`config.mk`:
```
export PLATFORM = sky130hd
export DESIGN_NAME = fetch_ctrl_flat
export DESIGN_NICKNAME = d
export VERILOG_FILES = /design/src/rtl/fetch_ctrl_if.sv /design/src/rtl/fetch_ctrl.sv /design/src/flat_wrapper.sv
export SDC_FILE = /design/constraint.sdc
export NUM_CORES = 1
export LEC_CHECK = 0
export ABC_AREA = 1
export CORE_ASPECT_RATIO = 0.8
export CORE_MARGIN = 2
export CORE_UTILIZATION = 34
export DETAILED_ROUTE_END_ITERATION = 6
export GPL_ROUTABILITY_DRIVEN = 0
export PLACE_DENSITY = 0.6
export SYNTH_ARGS = -nofsm -noshare
export SYNTH_HDL_FRONTEND = slang
export SYNTH_SLANG_ARGS = --single-unit
```
`constraint.sdc`:
```
create_clock -name clk -period 5.5 [get_ports clk]
set_input_delay 0.55 -clock clk [delete_from_list [all_inputs] [get_ports clk]]
set_output_delay 0.55 -clock clk [all_outputs]
set_load 0.01 [all_outputs]
```
`src/rtl/fetch_ctrl_if.sv`:
```
// Fetch-side bus bundle: cache address/instruction, decode handshake and execute redirect.
// The master modport is the fetch sequencer; the slave modport is the cache/decode/execute side.
interface fetch_ctrl_if;
   logic [31:0] icache_addr;
   logic [31:0] icache_instr;
   logic        out_valid;
   logic        out_ready;
   logic [31:0] out_pc;
   logic [31:0] out_instr;
   logic        redirect_valid;
   logic [31:0] redirect_pc;

   modport master (
      output icache_addr,
      input  icache_instr,
      output out_valid,
      input  out_ready,
      output out_pc,
      output out_instr,
      input  redirect_valid,
      input  redirect_pc
   );

   modport slave (
      input  icache_addr,
      output icache_instr,
      input  out_valid,
      output out_ready,
      input  out_pc,
      input  out_instr,
      output redirect_valid,
      output redirect_pc
   );
endinterface

```
`src/rtl/fetch_ctrl.sv`:
```
// Instruction-fetch sequencer: owns the PC, fetches from a combinational cache and
// buffers up to two instructions for decode; execute redirects flush the queue.
module fetch_ctrl #(
   parameter logic [31:0] RESET_PC = 32'h0000_0000,
   parameter int          PC_STEP  = 4
) (
   input  logic            clk,
   input  logic            reset,
   input  logic            enable,
   fetch_ctrl_if.master    bus,
   output logic [31:0]     fetch_count
);

   logic [31:0] pc;
   logic [1:0]  count;
   logic        rd_ptr;
   logic        wr_ptr;
   logic [31:0] entry_pc    [2];
   logic [31:0] entry_instr [2];
   logic        pop;
   logic        push;

   // out_valid comes from registered count only, so it never sees out_ready.
   assign bus.icache_addr = pc;
   assign bus.out_valid   = (count != 2'd0);
   assign bus.out_pc      = entry_pc[rd_ptr];
   assign bus.out_instr   = entry_instr[rd_ptr];

   assign pop  = bus.out_valid & bus.out_ready;
   assign push = enable & ~bus.redirect_valid & ((count < 2'd2) | pop);

   always_ff @(posedge clk) begin
      if (reset) begin
         pc             <= RESET_PC;
         count          <= 2'd0;
         rd_ptr         <= 1'b0;
         wr_ptr         <= 1'b0;
         fetch_count    <= 32'd0;
         entry_pc[0]    <= 32'd0;
         entry_pc[1]    <= 32'd0;
         entry_instr[0] <= 32'd0;
         entry_instr[1] <= 32'd0;
      end else begin
         if (pop) begin
            fetch_count <= fetch_count + 32'd1;
         end
         if (bus.redirect_valid) begin
            // The head popped in this cycle is counted but its slot is discarded.
            count  <= 2'd0;
            rd_ptr <= wr_ptr;
            pc     <= {bus.redirect_pc[31:2], 2'b00};
         end else begin
            if (push) begin
               entry_pc[wr_ptr]    <= pc;
               entry_instr[wr_ptr] <= bus.icache_instr;
               wr_ptr              <= ~wr_ptr;
               pc                  <= pc + 32'(PC_STEP);
            end
            if (pop) begin
               rd_ptr <= ~rd_ptr;
            end
            if (push && !pop) begin
               count <= count + 2'd1;
            end else if (pop && !push) begin
               count <= count - 2'd1;
            end
         end
      end
   end

endmodule

```
`src/flat_wrapper.sv`:
```
// flat-port wrapper written by rule: the top's interface ports become plain ports
module fetch_ctrl_flat 
#(
   parameter logic [31:0] RESET_PC = 32'h0000_0000,
   parameter int          PC_STEP  = 4
)
  (clk, reset, enable, fetch_count, bus_icache_addr, bus_icache_instr, bus_out_valid, bus_out_ready, bus_out_pc, bus_out_instr, bus_redirect_valid, bus_redirect_pc);
  fetch_ctrl_if bus_i ();
  input  logic clk;
  input  logic reset;
  input  logic enable;
  output logic [31:0] fetch_count;
  output wire logic [$bits(bus_i.icache_addr)-1:0] bus_icache_addr;
  input wire logic [$bits(bus_i.icache_instr)-1:0] bus_icache_instr;
  output wire logic [$bits(bus_i.out_valid)-1:0] bus_out_valid;
  input wire logic [$bits(bus_i.out_ready)-1:0] bus_out_ready;
  output wire logic [$bits(bus_i.out_pc)-1:0] bus_out_pc;
  output wire logic [$bits(bus_i.out_instr)-1:0] bus_out_instr;
  input wire logic [$bits(bus_i.redirect_valid)-1:0] bus_redirect_valid;
  input wire logic [$bits(bus_i.redirect_pc)-1:0] bus_redirect_pc;
  assign bus_icache_addr = bus_i.icache_addr;
  assign bus_i.icache_instr = bus_icache_instr;
  assign bus_out_valid = bus_i.out_valid;
  assign bus_i.out_ready = bus_out_ready;
  assign bus_out_pc = bus_i.out_pc;
  assign bus_out_instr = bus_i.out_instr;
  assign bus_i.redirect_valid = bus_redirect_valid;
  assign bus_i.redirect_pc = bus_redirect_pc;
  fetch_ctrl #(.RESET_PC(RESET_PC), .PC_STEP(PC_STEP)) u_core (.clk(clk), .reset(reset), .enable(enable), .bus(bus_i), .fetch_count(fetch_count));
endmodule
```
==> results.toml <==
[outcome]
status = "finished, final reports clean"

[die]
fp.coreArea_mm2 = 0.02703
ios = 198
die_w_um = 188.7
num_rows = 54
die_area_mm2 = 0.02865
start_util_pct = 34.35
dieHeight_um = 151.8

[sta]
finalClockSkew_ns = 0.02127
max_freq_mhz = 295.6
period_needed_ns = 3.383
worst_pin_slew_ns = 1.047
finalSetupViolCount = 0
tns_ns = 0
fin_crit_sh_pct = 61.51
slew_viol_final = 0
relSlewSlack_pct = 30.23
rsz0062_at_grt = "false"
finalHoldViolCount = 0
holdWs_ns = 0.4867

[layout]
syn_to_final_growth_pct = 31.20
n_antenna_cell = 0
final_cell_mix = "nor2_1 (236), nand2_1 (228), clkdlybuf4s50_1 (190), inv_1 (131), edfxtp_1 (124)"
final_common_cell = "nor2_1"
post-route-util_pct = 45.06
final_cells = 1638
final_nets = 1333
drive_gt1_share_pct = 9.184

[clocking]
post_cts_buffers = 0
worstSkewPairLatency_ns = 0.45
htree_levels = 4
cts_tree = "done"
cts_hold_buf = 0
cts-root-buf = "clkbuf_16"
clkTransAtPathRegs_ns = 0.09
cts.sinks = 191
cts_buffers = 17
ctsResizeCount = 0
cts_max_path_buffers = 2

[setup_path]
worstPathArrival_ns = 2.83
cpPeakStageDelay_ns = 0.90
crit_path_cell_trace = "buf_4 > mux2_2 > clkdlybuf4s50_1"
worstSetupPathType = "flip-flop to output pin"
cp-start-kind = "flip-flop"
endpoint_kind = "output pin"
cpLargestDelayFamily = "buffers and inverters"
critPathSlowestCell = "dfxtp_2"
worst-path-buf-inv = 2
critical_path_depth = 3
cp.required_ns = 4.95
crit_fanout = 32
ff2ff_path_depth = 6

[drt]
ant_nets = 0
wl_per_cell_um = 15.44
viasPerCell = 4.620
drc = 0
dr.first_iter.drc_count = 419
drt-total-wl_mm = 25.29
dr.pass1.iters = 5
vias = 7568

[place]
dp_hpwl_mm = 17.16
port-buffer-count = 191
numPlacedInstances = 1606

[global_route]
antenna_found_initial = 2
grt_usage_pct = 17.54
grt_max_degree = 64
grt_pass1_vias = 7099
grt-ovfl-total = 0
grt_pass1_wl_mm = 38.62

[min_path]
hold_depth = 2
hp-class = "flip-flop to flip-flop"

[power_and_ir_drop]
p_leak_nw = 4.575
ir_drop_v = 0.0002350
p_per_area_mw_per_mm2 = 278.6

[logic_synthesis]
ys_ff_latch = 191
synth-edff-count = 124
synth_async_sr_flop_share_pct = 0
synth_area_mm2 = 0.009283
ys_warn_count = 0
yosysUniqueCellTypes = 32
syn_inst = 1082
syn_area_per_cell_um2 = 8.579
yosysSeqAreaShare_pct = 54.56
synth_top_flop_cell = "edfxtp_1"

[job]
drv_cap = 0
## worst register-to-register path: stages, from the launching register on
cell     delay, ns
dfxtp_1       0.33
nand2_1       0.12
nand3_2       0.11
inv_2         0.46
nand3_2       0.15
nand2_2       0.08
buf_4         0.73
## cells in the mapped netlist (all sizes together), types with 2 or more instances
master  instances  area [um2]
dfxtp          67        1341
ha              3       37.54
nor2          242       933.4
a21oi          46       230.2
nand3          53       270.3
buf            22       117.6
o21a            2       15.01
xor2           14       122.6
xnor2           2       17.52
nand2         231       867.1
a31oi           4       25.02
o21ai          37       185.2
mux2           62       698.2
inv           135       506.7
and2            4       25.02
nor3            2       10.01
edfxtp        124        3724
nand4           8       50.05
clkbuf         18       67.56
## cell type report
cell class | instances | area (um2)
multi-input combinational | 719 | 3550
sequential | 191 | 5066
timing repair buffer | 197 | 1952
fill | 2653 | 14850
tap | 364 | 455.4
clock buffer | 17 | 425.4
clock inverter | 15 | 224.0
inverter | 135 | 506.7
## kinds of logic (layout without fill, tap and decap cells)
family / count (synthesis) / in the layout / synth area share, %
adder cells (fa/ha/maj): 3 / 3 / 0.4044
flip-flops: 191 / 191 / 54.56
other: 1 / 4 / 0.04040
buffers and inverters: 175 / 364 / 7.454
AND/OR/NAND/NOR: 541 / 541 / 23.29
multiplexers: 62 / 62 / 7.521
XOR/XNOR: 16 / 16 / 1.510
AO/OA/AOI/OAI: 93 / 93 / 5.216
## registers in the layout, summed over array words and instances (netlist names), named ones only
signal / count
u_core.entry_instr: 64
u_core.fetch_count: 32
u_core.count: 2
u_core.entry_pc: 60
u_core.bus.icache_addr: 30
u_core.wr_ptr: 1
u_core.rd_ptr: 1
## per-layer routing
layer	share of wire, %	GRT usage [%]
met1	47	23.55
met2	45	27.65
met3	7.0	5.251
met4	1.2	4.766
met5	0.11	0
## path summary, 6_finish.rpt
| check | start | end | slack [ns] |
|---|---|---|---|
| setup / recovery | flip-flop | bus_out_pc[2] | 2.12 |
| hold / removal | u_core.fetch_count[7] | u_core.fetch_count[7] | 0.49 |
| setup reg to reg | u_core.count[1] | u_core.entry_pc[0][25] | 3.11 |
| hold reg to reg | u_core.fetch_count[7] | u_core.fetch_count[7] | 0.49 |
## power breakdown
| part | switching (mW) | leakage (nW) | total [mW] | internal (mW) |
|---|---|---|---|---|
| registers | 0.0439 | 1.83 | 1.64 | 1.59 |
| logic | 0.207 | 2.43 | 0.418 | 0.210 |
| clock network | 0.691 | 0.313 | 1.34 | 0.649 |
| total | 0.942 | 4.57 | 3.39 | 2.45 |
## stage by stage
| stage | power (mW) | setup slack (ns) | instance area (um2) |
|---|---|---|---|
| finish | 3.393 | 2.117 | 12180 |
| global route | 3.524 | 1.955 | 12180 |
| CTS | 3.431 | 2.060 | 12180 |
| detailed placement | 2.090 | 2.107 | 11530 |
| global placement | 2.084 | 2.135 | 11530 |
| floorplan | 1.859 | 2.365 | 9294 |
No activity file was read; power rests on OpenSTA's default activity.
